## src/rtl/uart_rx_ctrl.sv

```systemverilog
// uart_rx_ctrl: oversampled UART receive controller.
// Synchronises the serial line and validates the start bit at mid-bit.
// Samples data, parity and stop bits at each bit centre.
// Hands the assembled word to the host over valid/ready, with parity,
// framing and overrun flags.
module uart_rx_ctrl #(
    parameter int unsigned OVERSAMPLE = 16,
    parameter int unsigned DATA_BITS  = 8,
    parameter int unsigned PARITY_EN  = 1,
    parameter int unsigned PARITY_ODD = 0
) (
    input  logic                 clk,
    input  logic                 reset,
    input  logic                 baud_tick,
    input  logic                 rx_in,
    output logic                 shift,
    output logic                 parity_check,
    output logic                 chk_stop,
    output logic                 busy,
    output logic [DATA_BITS-1:0] rx_data,
    output logic                 rx_valid,
    input  logic                 rx_ready,
    output logic                 parity_err,
    output logic                 frame_err,
    output logic                 overrun_err
);

    localparam int unsigned TW = $clog2(OVERSAMPLE);
    localparam int unsigned BW = $clog2(DATA_BITS);
    localparam logic [TW-1:0] TICK_MID  = TW'(OVERSAMPLE / 2 - 1);
    localparam logic [TW-1:0] TICK_LAST = TW'(OVERSAMPLE - 1);
    localparam logic [BW-1:0] BIT_LAST  = BW'(DATA_BITS - 1);
    localparam logic          PAR_EN    = (PARITY_EN != 0);
    localparam logic          PAR_ODD   = (PARITY_ODD != 0);

    typedef enum logic [2:0] {
        S_IDLE,
        S_START,
        S_DATA,
        S_PARITY,
        S_STOP
    } state_t;

    state_t               state_q, state_d;
    logic                 rx_meta_q, rx_s_q;
    logic [TW-1:0]        tick_cnt_q, tick_cnt_d;
    logic [BW-1:0]        bit_cnt_q, bit_cnt_d;
    logic                 armed_q, armed_d;
    logic [DATA_BITS-1:0] shreg_q, shreg_d;
    logic                 pbad_q, pbad_d;
    logic                 shift_q, shift_d;
    logic                 par_chk_q, par_chk_d;
    logic                 chk_stop_q, chk_stop_d;
    logic                 busy_q, busy_d;
    logic [DATA_BITS-1:0] rx_data_q, rx_data_d;
    logic                 rx_valid_q, rx_valid_d;
    logic                 parity_err_q, parity_err_d;
    logic                 frame_err_q, frame_err_d;
    logic                 overrun_q, overrun_d;
    logic                 done;
    logic                 accept;

    // Two-flop synchroniser; idles high so reset does not look like a start bit.
    always_ff @(posedge clk or negedge reset) begin
        if (!reset) begin
            rx_meta_q <= 1'b1;
            rx_s_q    <= 1'b1;
        end else begin
            rx_meta_q <= rx_in;
            rx_s_q    <= rx_meta_q;
        end
    end

    // Next-state, strobe and handshake logic; only baud ticks advance the frame.
    always_comb begin
        state_d      = state_q;
        tick_cnt_d   = tick_cnt_q;
        bit_cnt_d    = bit_cnt_q;
        armed_d      = armed_q;
        shreg_d      = shreg_q;
        pbad_d       = pbad_q;
        shift_d      = 1'b0;
        par_chk_d    = 1'b0;
        chk_stop_d   = 1'b0;
        rx_data_d    = rx_data_q;
        rx_valid_d   = rx_valid_q;
        parity_err_d = parity_err_q;
        frame_err_d  = frame_err_q;
        overrun_d    = overrun_q;
        done         = 1'b0;
        accept       = rx_valid_q && rx_ready;

        if (baud_tick) begin
            tick_cnt_d = tick_cnt_q + 1'b1;
            case (state_q)
                S_IDLE: begin
                    tick_cnt_d = '0;
                    if (rx_s_q) begin
                        armed_d = 1'b1;
                    end else if (armed_q) begin
                        state_d = S_START;
                        armed_d = 1'b0;
                    end
                end
                S_START: begin
                    if (tick_cnt_q == TICK_MID) begin
                        tick_cnt_d = '0;
                        if (!rx_s_q) begin
                            state_d   = S_DATA;
                            bit_cnt_d = '0;
                        end else begin
                            state_d = S_IDLE;
                        end
                    end
                end
                S_DATA: begin
                    if (tick_cnt_q == TICK_LAST) begin
                        tick_cnt_d = '0;
                        shift_d    = 1'b1;
                        shreg_d    = {rx_s_q, shreg_q[DATA_BITS-1:1]};
                        bit_cnt_d  = bit_cnt_q + 1'b1;
                        if (bit_cnt_q == BIT_LAST) begin
                            state_d = PAR_EN ? S_PARITY : S_STOP;
                        end
                    end
                end
                S_PARITY: begin
                    if (tick_cnt_q == TICK_LAST) begin
                        tick_cnt_d = '0;
                        par_chk_d  = 1'b1;
                        pbad_d     = (^shreg_q) ^ rx_s_q ^ PAR_ODD;
                        state_d    = S_STOP;
                    end
                end
                S_STOP: begin
                    if (tick_cnt_q == TICK_LAST) begin
                        tick_cnt_d = '0;
                        chk_stop_d = 1'b1;
                        state_d    = S_IDLE;
                        // A low stop bit keeps the detector disarmed through a break.
                        armed_d    = rx_s_q;
                        done       = 1'b1;
                    end
                end
                default: begin
                    tick_cnt_d = '0;
                    state_d    = S_IDLE;
                end
            endcase
        end

        if (accept) begin
            rx_valid_d   = 1'b0;
            overrun_d    = 1'b0;
            parity_err_d = 1'b0;
            frame_err_d  = 1'b0;
        end

        // A completing word wins over an accept in the same cycle.
        if (done) begin
            rx_data_d    = shreg_q;
            parity_err_d = PAR_EN & pbad_q;
            frame_err_d  = ~rx_s_q;
            rx_valid_d   = 1'b1;
            if (rx_valid_q && !rx_ready) begin
                overrun_d = 1'b1;
            end
        end

        busy_d = (state_d != S_IDLE);
    end

    // Frame state, counters and registered outputs.
    always_ff @(posedge clk or negedge reset) begin
        if (!reset) begin
            state_q      <= S_IDLE;
            tick_cnt_q   <= '0;
            bit_cnt_q    <= '0;
            armed_q      <= 1'b0;
            shreg_q      <= '0;
            pbad_q       <= 1'b0;
            shift_q      <= 1'b0;
            par_chk_q    <= 1'b0;
            chk_stop_q   <= 1'b0;
            busy_q       <= 1'b0;
            rx_data_q    <= '0;
            rx_valid_q   <= 1'b0;
            parity_err_q <= 1'b0;
            frame_err_q  <= 1'b0;
            overrun_q    <= 1'b0;
        end else begin
            state_q      <= state_d;
            tick_cnt_q   <= tick_cnt_d;
            bit_cnt_q    <= bit_cnt_d;
            armed_q      <= armed_d;
            shreg_q      <= shreg_d;
            pbad_q       <= pbad_d;
            shift_q      <= shift_d;
            par_chk_q    <= par_chk_d;
            chk_stop_q   <= chk_stop_d;
            busy_q       <= busy_d;
            rx_data_q    <= rx_data_d;
            rx_valid_q   <= rx_valid_d;
            parity_err_q <= parity_err_d;
            frame_err_q  <= frame_err_d;
            overrun_q    <= overrun_d;
        end
    end

    assign shift        = shift_q;
    assign parity_check = par_chk_q;
    assign chk_stop     = chk_stop_q;
    assign busy         = busy_q;
    assign rx_data      = rx_data_q;
    assign rx_valid     = rx_valid_q;
    assign parity_err   = parity_err_q;
    assign frame_err    = frame_err_q;
    assign overrun_err  = overrun_q;

endmodule

```

## config.mk

```make
export PLATFORM = sky130hd
export DESIGN_NAME = uart_rx_ctrl
export DESIGN_NICKNAME = d
export VERILOG_FILES = /design/src/rtl/uart_rx_ctrl.sv
export SDC_FILE = /design/constraint.sdc
export NUM_CORES = 1
export LEC_CHECK = 0
export BUFFER_PORTS_ARGS = -buffer_cell sky130_fd_sc_hd__clkbuf_2
export CORE_ASPECT_RATIO = 2
export CORE_MARGIN = 2
export CORE_UTILIZATION = 40
export CTS_BUF_LIST = sky130_fd_sc_hd__clkbuf_4 sky130_fd_sc_hd__clkbuf_8
export DETAILED_ROUTE_END_ITERATION = 16
export GPL_ROUTABILITY_DRIVEN = 0
export SKIP_LAST_GASP = 1
export SYNTH_ARGS = -nofsm -noshare
export SYNTH_HDL_FRONTEND = slang
export SYNTH_SLANG_ARGS = --single-unit
```

## constraint.sdc

```tcl
create_clock -name clk -period 2.1 [get_ports clk]
set_input_delay 0.105 -clock clk [delete_from_list [all_inputs] [get_ports clk]]
set_output_delay 0.105 -clock clk [all_outputs]
set_load 0.05 [all_outputs]
```

Word level (Yosys, flattened, before mapping)
Cells that the tools add are included.

Bits in registers: 38. Input bits: 5. Logic and storage cells: 80.

Bitwise operators: 2. Add/subtract/negate cells: 2. Equal/unequal tests: 11. Mux-type cells: 34. Reduce and logical (&&, ||, !) cells: 14.

Operator list (number): 3-bit 2-to-1 mux (11); 1-bit 2-to-1 mux (16); 3-bit case mux with 5 select lines (1); 3-bit AND reduction (3); 4-bit 2-to-1 mux (2); 2-bit inequality test, second input constant (4); 4-bit case mux with 2 select lines (1); 8-bit XOR reduction (1); 3-bit by 2-bit equality test with 1-bit output, second input constant (2); 3-bit equality test, second input constant (2); 3-bit case mux with 2 select lines (1); 2-bit nonzero test (3); 5-bit AND reduction (1); 4-bit by 1-bit adder with 4-bit output, second input constant (1); 4-bit by 3-bit equality test with 1-bit output, second input constant (1); 4-bit equality test, second input constant (1); 3-bit by 1-bit adder with 3-bit output, second input constant (1); 3-bit by 1-bit equality test with 1-bit output, second input constant (1); 3-bit zero test (1); 3-bit nonzero test (1); 3-bit OR reduction (1); 1-bit logical AND (2); 2-bit 2-to-1 mux (1); 1-bit case mux with 2 select lines (1); other kinds (3) (3).

Logic depth before layout (Yosys ltp)
Gate-level depths: netlist of the first run.

Depth after elaboration: 6. Depth in mapped cells: 7. Gate-level depth less buffers: 6.

Worst setup path after synthesis of the first run
Ideal clock, no wire load.

Kind: flip-flop to flip-flop. Start: register tick_cnt_q[0]. End: register bit_cnt_q[0]. Period minus slack after synthesis: 1.715 ns. Arrival time: 1.590 ns. Required time: 1.975 ns. Buffers on the path: 0. Cell stages (with the launch flop): 6. Path slack: 0.385 ns. Cell sequence: dfrtp_1 ha_1 and3b_1 or3_1 o211a_4 mux2_4.

Word-level cells in the longest chain between the ends: 3. Elaborated cells between the ends (all ways): 5.

RTL lines: start, declared (RTL line 46) `logic [TW-1:0] tick_cnt_q, tick_cnt_d;`; start signal, assigned (RTL line 193) `tick_cnt_q <= tick_cnt_d;`; 4-bit equality test or 4-bit by 3-bit equality test with 1-bit output (tied branches) (RTL line 117, 106); 2-bit inequality test (no line); 5-bit AND reduction (no line) *; end signal, assigned (RTL line 194) `bit_cnt_q <= bit_cnt_d;`; end, declared (RTL line 47) `logic [BW-1:0] bit_cnt_q, bit_cnt_d;`.

Every way passes the cells marked *; elsewhere a longest branch is shown, timed or not. A chain may end at the register's enable or synchronous reset.

Worst setup path in the final report of the first run
Same ends and word-level chain as after synthesis.

==> key figures, run 1 <==
Route
  – Initial DRC count: 19
  – Average wire per standard cell: 14.1 µm
  – WL final: 3380 µm
  – Post-route DRC: 0
  – Routed Antenna Nets: 0
  – Met3 wire len: 115 µm
  – Met2 Wirelength: 1900 µm
  – Via count: 1,228
  – 1st-pass router iterations: 4
  – Max Used Layer: met4
  – Via-to-Cell Ratio: 5.12
  – Met1 wire length: 1240 µm

Power and ir drop
  – Power share of the clock group: 0.276
  – Total power: 1.68 mW
  – Flop pwr share: 0.534
  – Internal power: 1.18 mW
  – P_leak: 1.10 nW
  – Switching pwr: 503 µW
  – PD cells: 821 nW/µm²
  – Peak supply drop: 0.568 mV
  – Net Sw Frac: 0.299
  – Combinational cell fraction of total power: 0.190

Timing
  – Final period util: 0.880
  – Worst slew margin: 0.374
  – Fin worst setup slack: 252 ps
  – Setup TNS: 0 ps
  – Slew @ Worst Pin: 939 ps
  – Fmax: 541 MHz
  – Final setup fails: 0
  – Fin crit period: 1850 ps
  – Worst clock skew: 3.35 ps
  – RSZ-0062 raised after global routing: false
  – Final Hold Fails: 0
  – Max-slew violations: 0

Floorplan
  – Full die area: 5160 µm²
  – Die Height: 99.6 µm
  – Top-Level Pins: 21
  – Row Count: 34
  – Die width: 51.8 µm
  – Core area: 4380 µm²
  – Initial Utilization: 0.417

Global route
  – Pin count of the biggest net entering global routing: 39
  – GRT Util Overall: 0.153
  – Grt ovf: 0
  – Vias in the first global route: 1,295
  – Global-route wire length before repair: 6030 µm
  – Initial antenna violation count: 0

Synth
  – Syn nets: 172
  – Yosys cell types: 43
  – Synthesized area per cell: 11.2 µm²
  – Area leader, netlist: dfrtp_1
  – Ys Warns: 0
  – Register area share after synthesis: 0.521
  – Synth Cell Area: 1830 µm²
  – Area share of the largest cell type after synthesis: 0.492
  – Seq cells post-synth: 38
  – Synth top area cells: dfrtp_1, mux2_4, nand2_1
  – Post-Syn Instances: 164

Critical path
  – Reg2reg start: tick_cnt_q[0]
  – Critical Path End Type: register
  – Kind of critical path: register to register
  – WP data required: 2270 ps
  – Arr. time, crit path: 2020 ps
  – Slowest cell on the critical path: dfrtp_1
  – Crit-path cells: ha_1 -> and3b_1 -> or3_1 -> o211a_4 -> mux2_4
  – CP startpoint kind: register
  – CP peak stage delay: 410 ps
  – Crit-path max FO: 7
  – CP startpoint: tick_cnt_q[0]

Outcome
  – Status: complete, no violations

Worst hold path
  – Hold Path Class: input pin to register
  – Hold path startpoint: rx_ready

Clock tree
  – Setup bufs post-CTS: 0
  – Root Buffer: clkbuf_8
  – Worst-path clk slew: 70 ps
  – Clk sink count: 38
  – Cts bufs inserted: 5
  – CTS tree: built
  – CTS Buffer Depth: 2
  – # H-tree levels: 2
  – Worst skew pair latency: 280 ps
  – # resized after CTS: 0

Place
  – Buffers added on ports: 20
  – Setup WS pre-CTS: 280 ps
  – DP HPWL: 2530 µm

Cells and area
  – N_diodes: 0
  – Ratio of cells with drive above 1 in the final layout: 0.247
  – Nets: 194
  – Area Overhead vs Synth: 11.8%
  – Final Util: 0.467

Job
  – Max-cap violation count: 0
synthesized netlist by cell type:
| master | instances |
|---|---|
| a22oi_1 | 1 |
| a211oi_1 | 1 |
| nor2_8 | 1 |
| xnor2_1 | 6 |
| or2b_1 | 2 |
| nand3_1 | 5 |
| xnor3_1 | 1 |
| mux2_2 | 2 |
| nor2_1 | 3 |
| o21ai_0 | 7 |
| nor3_1 | 2 |
| and2_1 | 1 |
| o22ai_1 | 2 |
| or3_1 | 1 |
| ha_1 | 3 |
| mux2_4 | 9 |
| nand2b_1 | 2 |
| inv_1 | 10 |
| clkbuf_1 | 2 |
| mux2i_1 | 2 |
| a21o_1 | 1 |
| o31ai_1 | 1 |
| nor2b_1 | 1 |
| a31oi_1 | 1 |
| dfstp_2 | 2 |
| nand2_1 | 33 |
| a21oi_1 | 5 |
| xor2_1 | 2 |
| o211a_4 | 1 |
| and4_2 | 1 |
| nand4_1 | 1 |
| nand2_8 | 1 |
| and3_1 | 2 |
| and3b_1 | 1 |
| buf_2 | 1 |
| buf_6 | 2 |
| or3b_4 | 1 |
| dfrtp_1 | 36 |
| o2111ai_1 | 1 |
| o22a_1 | 1 |
| buf_4 | 3 |
| nor4b_1 | 1 |
| nor3b_1 | 2 |
what timing repair did:
| action | 4_1_cts | 5_1_grt |
|---|---|---|
| setup endpoints to repair | 0 | 0 |
| hold buffers | 2 | 0 |
| hold endpoints to repair | 37 | 0 |
final timing paths:
| check | endpoint | slack, ps | cells after the start |
|---|---|---|---|
| max in group asynchronous | bit_cnt_q[0] | 1030 | 2 |
| worst max register to register | bit_cnt_q[0] | 250 | 5 |
| worst min register to register | rx_s_q | 360 | 0 |
| worst min-delay path | register | 10 | 2 |
| worst max-delay path | bit_cnt_q[0] | 250 | 5 |
| min in group asynchronous | rx_data[5] | 490 | 2 |
stage by stage:
step / hold WS, ps / area [µm²] / std cells
2_1_floorplan: -191 / 1830 / 164
3_3_place_gp: 194 / 1950 / 231
3_5_place_dp: 197 / 1950 / 231
4_1_cts: 8.40 / 2050 / 240
5_1_grt: 23.6 / 2050 / 240
6_report: 12.0 / 2050 / 240
metal layers:
layer | vias up | track usage
met4 | 0 | 0.0891
met5 | - | 0
met1 | 600 | 0.161
met3 | 10 | 0.0330
li1 | 591 | -
met2 | 27 | 0.268
cell type report:
class	instances	area [µm²]
Clock buffer	5	68.8
Multi-Input combinational cell	108	781
Sequential cell	38	953
Inverter	10	37.5
Timing Repair Buffer	23	128
Tap cell	54	67.6
Clock inverter	2	10.0
Fill cell	429	2340
registers in the layout, summed over array words and instances, names as in the netlist, named ones only:
signal	cells
state_q	3
pbad_q	1
rx_s_q	1
rx_valid	1
shift	1
bit_cnt_q	3
frame_err	1
rx_meta_q	1
shreg_q	8
chk_stop	1
parity_err	1
tick_cnt_q	4
busy	1
armed_q	1
rx_data	8
parity_check	1
cells by family after synthesis:
group	share of synthesized area
AO/OA/AOI/OAI	0.0787
XOR/XNOR	0.0506
adder cells (fa/ha/maj)	0.0205
buffers and inverters	0.0520
flip-flops	0.521
multiplexers	0.0971
AND/OR/NAND/NOR	0.180
power groups by stage:
stage	combinational [mW]	clock (mW)	sequential [mW]
after floorplan	0.267	0	0.895
after global placement	0.307	0	0.902
after detailed placement	0.320	0	0.909
after CTS	0.324	0.481	0.895
after global routing	0.355	0.506	0.914
final	0.320	0.463	0.896
cells in the final DEF, fill, tap and decap left out, types with 2 or more instances in the layout:
master,instances
a21oi_1,5
and3_1,2
clkbuf_2,20
clkbuf_8,5
clkinv_2,2
dfrtp_1,36
dfstp_2,2
dlygate4sd3_1,2
ha_1,3
inv_1,10
mux2_2,2
mux2_4,9
mux2i_1,2
nand2_1,33
nand2b_1,2
nand3_1,5
nor2_1,3
nor3_1,2
nor3b_1,2
o21ai_0,7
o22ai_1,2
or2b_1,2
xnor2_1,6
xor2_1,2
critical path: cells and delay by family, from the launching register on:
kind	cells	cell delay, ps
AND/OR/NAND/NOR	2	550
multiplexers	1	300
adder cells (fa/ha/maj)	1	290
AO/OA/AOI/OAI	1	180
flip-flops	1	410
No activity file was read; power rests on OpenSTA's default activity.
==> run 2, diff against run 1 <==
--- a/config.mk
+++ b/config.mk
@@ -8,10 +8,11 @@
 export BUFFER_PORTS_ARGS = -buffer_cell sky130_fd_sc_hd__clkbuf_2
 export CORE_ASPECT_RATIO = 2
 export CORE_MARGIN = 2
-export CORE_UTILIZATION = 40
+export CORE_UTILIZATION = 55
 export CTS_BUF_LIST = sky130_fd_sc_hd__clkbuf_4 sky130_fd_sc_hd__clkbuf_8
 export DETAILED_ROUTE_END_ITERATION = 16
 export GPL_ROUTABILITY_DRIVEN = 0
+export PLACE_DENSITY = 0.76
 export SKIP_LAST_GASP = 1
 export SYNTH_ARGS = -nofsm -noshare
 export SYNTH_HDL_FRONTEND = slang
==> run 2 against run 1 <==
Effect of this change: critical path depth stayed put; clock power is 11% higher; fmax increased by 0.99%; register-to-register slack gained 20 ps; critical endpoint unchanged.
==> key figures, run 2 (synthesis gave the netlist of run 1 again) <==
Floorplan
  – Die width: 44.8 µm
  – Core area: 3190 µm²
  – Initial Utilization: 0.573
  – Top-Level Pins: 21
  – Die Height: 85.6 µm
  – Row Count: 29
  – Full die area: 3830 µm²

Place
  – DP HPWL: 2390 µm
  – Area after DPL: 1920 µm²
  – Setup WS pre-CTS: 281 ps
  – Buffers added on ports: 20

Route
  – Post-route DRC: 0
  – Average wire per standard cell: 14.6 µm
  – 1st-pass router iterations: 4
  – Initial DRC count: 8
  – WL final: 3190 µm
  – Routed Antenna Nets: 0
  – Via count: 1,218
  – Via-to-Cell Ratio: 5.59

Cells and area
  – Most frequent cells in the layout: dfrtp_1, nand2_1, clkbuf_2, inv_1, mux2_4
  – Area Overhead vs Synth: 11.1%
  – Sequential cell area: 953 µm²
  – Fill count: 260
  – Nets: 194
  – Area of the multi-input gates: 781 µm²
  – Ratio of cells with drive above 1 in the final layout: 0.251
  – Final instance area: 2030 µm²
  – N_diodes: 0
  – Commonest non-fill, non-tap cell in the layout: dfrtp_1

Global route
  – GRT Util Overall: 0.203
  – Global-route wire length before repair: 5750 µm
  – Pin count of the biggest net entering global routing: 39
  – Initial antenna violation count: 0
  – Grt ovf: 0
  – Vias in the first global route: 1,267

Timing
  – Final setup fails: 0
  – Max-slew violations: 0
  – Setup TNS: 0 ps
  – Final period util: 0.871
  – Final Hold Fails: 0
  – Worst clock skew: 7.59 ps
  – Fin crit period: 1830 ps
  – RSZ-0062 raised after global routing: false
  – Worst slew margin: 0.401
  – Final hold slack: 20.4 ps
  – Fin worst setup slack: 270 ps
  – Slew @ Worst Pin: 898 ps
  – Fmax: 546 MHz

Critical path
  – End point of the critical path: bit_cnt_q[0]
  – Crit-path max FO: 7
  – Reg2reg start: tick_cnt_q[0]
  – Critical Path End Type: register
  – End of the worst register-to-register path: bit_cnt_q[0]
  – Register-to-Register Path Depth: 5
  – Kind of critical path: register to register
  – CP startpoint: tick_cnt_q[0]
  – Setup slack, reg-to-reg: 270 ps
  – WP data required: 2270 ps
  – Arr. time, crit path: 2000 ps
  – CP startpoint kind: register

Clock tree
  – Worst-path clk slew: 70 ps
  – Setup bufs post-CTS: 0
  – Cts bufs inserted: 5
  – # resized after CTS: 0
  – CTS tree: built
  – Clk sink count: 38
  – Worst skew pair latency: 290 ps
  – Hold_buf cts: 2
  – # H-tree levels: 2
  – CTS Buffer Depth: 2
  – Root Buffer: clkbuf_8

Worst hold path
  – Hold Path Class: input pin to register
  – Hold path depth: 2

Power and ir drop
  – Peak supply drop: 0.745 mV
  – Total power: 1.74 mW
  – P_leak: 1.11 nW
  – PD cells: 855 nW/µm²

Outcome
  – Status: complete, no violations

Job
  – Max-cap violation count: 0
==> run 2: layout make-up <==
type	count	share of cell area
clock buffers	7	0.0443
clock inverters	1	0.00246
inverters	10	0.0185
multi-input cells	108	0.384
flip-flops and latches	38	0.469
well taps	31	0.0191
repair buffers	23	0.0628
==> run 2: worst max-delay path: stages (launching register included) <==
cell and delay (ps):
dfrtp_1 410, ha_1 290, and3b_1 210, or3_1 340, o211a_4 180, mux2_4 290
==> run 2: layer usage <==
metal,vias to the layer above,share of wire,track usage
li1,594,-,-
met1,595,0.37,0.214
met2,21,0.57,0.369
met3,8,0.025,0.0379
met4,0,0.029,0.0909
met5,-,0,0
==> run 2: worst min path at each step <==
stage                     startpoint   endpoint
final                       rx_ready   register
after global routing        rx_ready   register
after CTS                   rx_ready   register
after detailed placement       rx_in  rx_meta_q
after global placement         rx_in  rx_meta_q
after floorplan                reset  async pin
==> run 2: stage by stage <==
stage / cells / utilization
2_1_floorplan: 164 / -
3_3_place_gp: 208 / 0.601
3_5_place_dp: 208 / 0.601
4_1_cts: 218 / 0.637
5_1_grt: 218 / 0.637
6_report: 218 / 0.637
==> run 2: where the power goes <==
group	leakage (nW)	total, mW	internal [mW]	switching [mW]
sequential	0.514	0.897	0.812	0.0842
clock	0.0517	0.516	0.277	0.238
combinational	0.542	0.327	0.143	0.184
total	1.11	1.74	1.23	0.506
==> run 3, diff against run 2 <==
--- a/config.mk
+++ b/config.mk
@@ -8,11 +8,10 @@
 export BUFFER_PORTS_ARGS = -buffer_cell sky130_fd_sc_hd__clkbuf_2
 export CORE_ASPECT_RATIO = 2
 export CORE_MARGIN = 2
-export CORE_UTILIZATION = 55
+export CORE_UTILIZATION = 60
 export CTS_BUF_LIST = sky130_fd_sc_hd__clkbuf_4 sky130_fd_sc_hd__clkbuf_8
 export DETAILED_ROUTE_END_ITERATION = 16
-export GPL_ROUTABILITY_DRIVEN = 0
-export PLACE_DENSITY = 0.76
+export PLACE_DENSITY = 0.82
 export SKIP_LAST_GASP = 1
 export SYNTH_ARGS = -nofsm -noshare
 export SYNTH_HDL_FRONTEND = slang
==> run 3 against run 2 <==
Effect of this change: register-to-register slack about the same; cell count down 0.46%; clock power up 48%; highest routed layer unchanged; clock skew about the same; fmax down 0.61%; global-route usage up 2.7 points; sequential share of layout area down 1.0 points.
==> key figures, run 3 (synthesis gave the netlist of run 1 again) <==
Power and ir drop
  – Switching pwr: 534 µW
  – Internal power: 1.46 mW
  – Peak supply drop: 0.949 mV
  – Net Sw Frac: 0.268
  – Power share of the clock group: 0.384
  – P_leak: 1.13 nW
  – Combinational cell fraction of total power: 0.165
  – PD cells: 959 nW/µm²
  – Flop pwr share: 0.451

Cells and area
  – Commonest non-fill, non-tap cell in the layout: dfrtp_1
  – Nets: 194
  – Area Overhead vs Synth: 13.7%
  – N_diodes: 0
  – Area of the multi-input gates: 781 µm²
  – Fill count: 214
  – Ratio of cells with drive above 1 in the final layout: 0.251
  – Most frequent cells in the layout: dfrtp_1, nand2_1, clkbuf_2, inv_1, mux2_4
  – Sequential cell area: 953 µm²

Clock tree
  – Setup bufs post-CTS: 0
  – # H-tree levels: 2
  – Cts bufs inserted: 5
  – Worst skew pair latency: 300 ps
  – Clk sink count: 38
  – CTS Buffer Depth: 2
  – CTS tree: built
  – Root Buffer: clkbuf_8
  – Worst-path clk slew: 80 ps

Floorplan
  – Row Count: 28
  – Initial Utilization: 0.622
  – Die width: 43.0 µm
  – Die Height: 82.1 µm
  – Full die area: 3530 µm²
  – Core area: 2940 µm²
  – Top-Level Pins: 21

Critical path
  – CP peak stage delay: 410 ps
  – CP startpoint kind: register
  – Crit-path max FO: 7
  – Kind of critical path: register to register
  – Arr. time, crit path: 2020 ps
  – Slowest cell on the critical path: dfrtp_1
  – CP delay by family, top: simple AND/OR/NAND/NOR gates
  – Crit-path cells: ha_1 -> and3b_1 -> or3_1 -> o211a_4 -> mux2_4
  – Critical Path End Type: register
  – Critical path buffers and inverters: 0
  – WP data required: 2280 ps

Timing
  – Final hold slack: 2.91 ps
  – Final setup fails: 0
  – Final period util: 0.877
  – Worst slew margin: 0.393
  – Max-slew violations: 0
  – RSZ-0062 raised after global routing: false
  – Final Hold Fails: 0
  – Fin crit period: 1840 ps
  – Fmax: 543 MHz
  – Worst clock skew: 7.96 ps
  – Setup TNS: 0 ps
  – Slew @ Worst Pin: 911 ps

Global route
  – GRT Util Overall: 0.230
  – Initial antenna violation count: 0
  – Grt ovf: 0
  – Pin count of the biggest net entering global routing: 39
  – Vias in the first global route: 1,285
  – Global-route wire length before repair: 5830 µm

Route
  – 1st-pass router iterations: 4
  – Initial DRC count: 36
  – Average wire per standard cell: 16.3 µm
  – Via-to-Cell Ratio: 5.87
  – Via count: 1,274
  – Post-route DRC: 0
  – Routed Antenna Nets: 0
  – WL final: 3530 µm

Place
  – Buffers added on ports: 20
  – GPL Wtd Cong: 1.02
  – DP HPWL: 2600 µm

Worst hold path
  – Hold Path Class: input pin to register

Job
  – Max-cap violation count: 0

Outcome
  – Status: complete, no violations
-- run 3: layout make-up --
class / instances / area share
clock buffers: 6 / 0.0397
clock inverters: 2 / 0.0289
inverters: 10 / 0.0181
multi-input cells: 108 / 0.375
flip-flops and latches: 38 / 0.458
well taps: 30 / 0.0181
repair buffers: 23 / 0.0614
-- run 3: path summary, 6_finish.rpt --
path	slack, ps	depth (start not counted)	to	startpoint
min in group asynchronous	470	2	shreg_q[5]	reset
worst min-delay path	3	2	register	rx_ready
max in group asynchronous	1060	2	tick_cnt_q[2]	reset
worst min register to register	360	0	rx_s_q	rx_meta_q
worst max-delay path	260	5	bit_cnt_q[0]	tick_cnt_q[0]
worst max register to register	260	5	bit_cnt_q[0]	tick_cnt_q[0]
-- run 3: power by group through the flow --
| stage | logic (mW) | registers (mW) | clock network (mW) |
|---|---|---|---|
| 2_1_floorplan | 0.267 | 0.895 | 0 |
| 3_3_place_gp | 0.303 | 0.901 | 0 |
| 3_5_place_dp | 0.328 | 0.912 | 0 |
| 4_1_cts | 0.332 | 0.897 | 0.777 |
| 5_1_grt | 0.366 | 0.911 | 0.799 |
| 6_report | 0.329 | 0.901 | 0.765 |
-- run 3: what timing repair did --
action | 4_1_cts | 5_1_grt
hold buffers | 2 | 0
resized for setup | 0 | 0
endpoints found under the hold margin | 37 | 0
endpoints found under the setup margin | 0 | 0
-- run 3: metrics by stage --
| step | power (mW) | setup slack, ps | instances | util | instance area [µm²] |
|---|---|---|---|---|---|
| 5_1_grt | 2.08 | 218 | 217 | 0.707 | 2080 |
| 6_report | 2.00 | 259 | 217 | 0.707 | 2080 |
| 4_1_cts | 2.01 | 264 | 217 | 0.707 | 2080 |
| 2_1_floorplan | 1.16 | 385 | 164 | - | 1830 |
| 3_5_place_dp | 1.24 | 275 | 207 | 0.651 | 1920 |
| 3_3_place_gp | 1.20 | 339 | 207 | 0.651 | 1920 |
-- run 3: routing by layer --
metal  routed length [µm]  vias to the layer above  GRT usage
met2                 2080                       38      0.439
met4                   97                        0      0.118
met5                    0                        -          0
li1                     -                      589          -
met1                 1240                      638      0.225
met3                  120                        9     0.0462
-- run 3: worst register-to-register path: cells and delay by family (launching register included) --
kind	cells	cell delay (ps)
simple gates	2	560
fa+ha+maj	1	290
flops	1	410
mux	1	300
compound gates	1	180
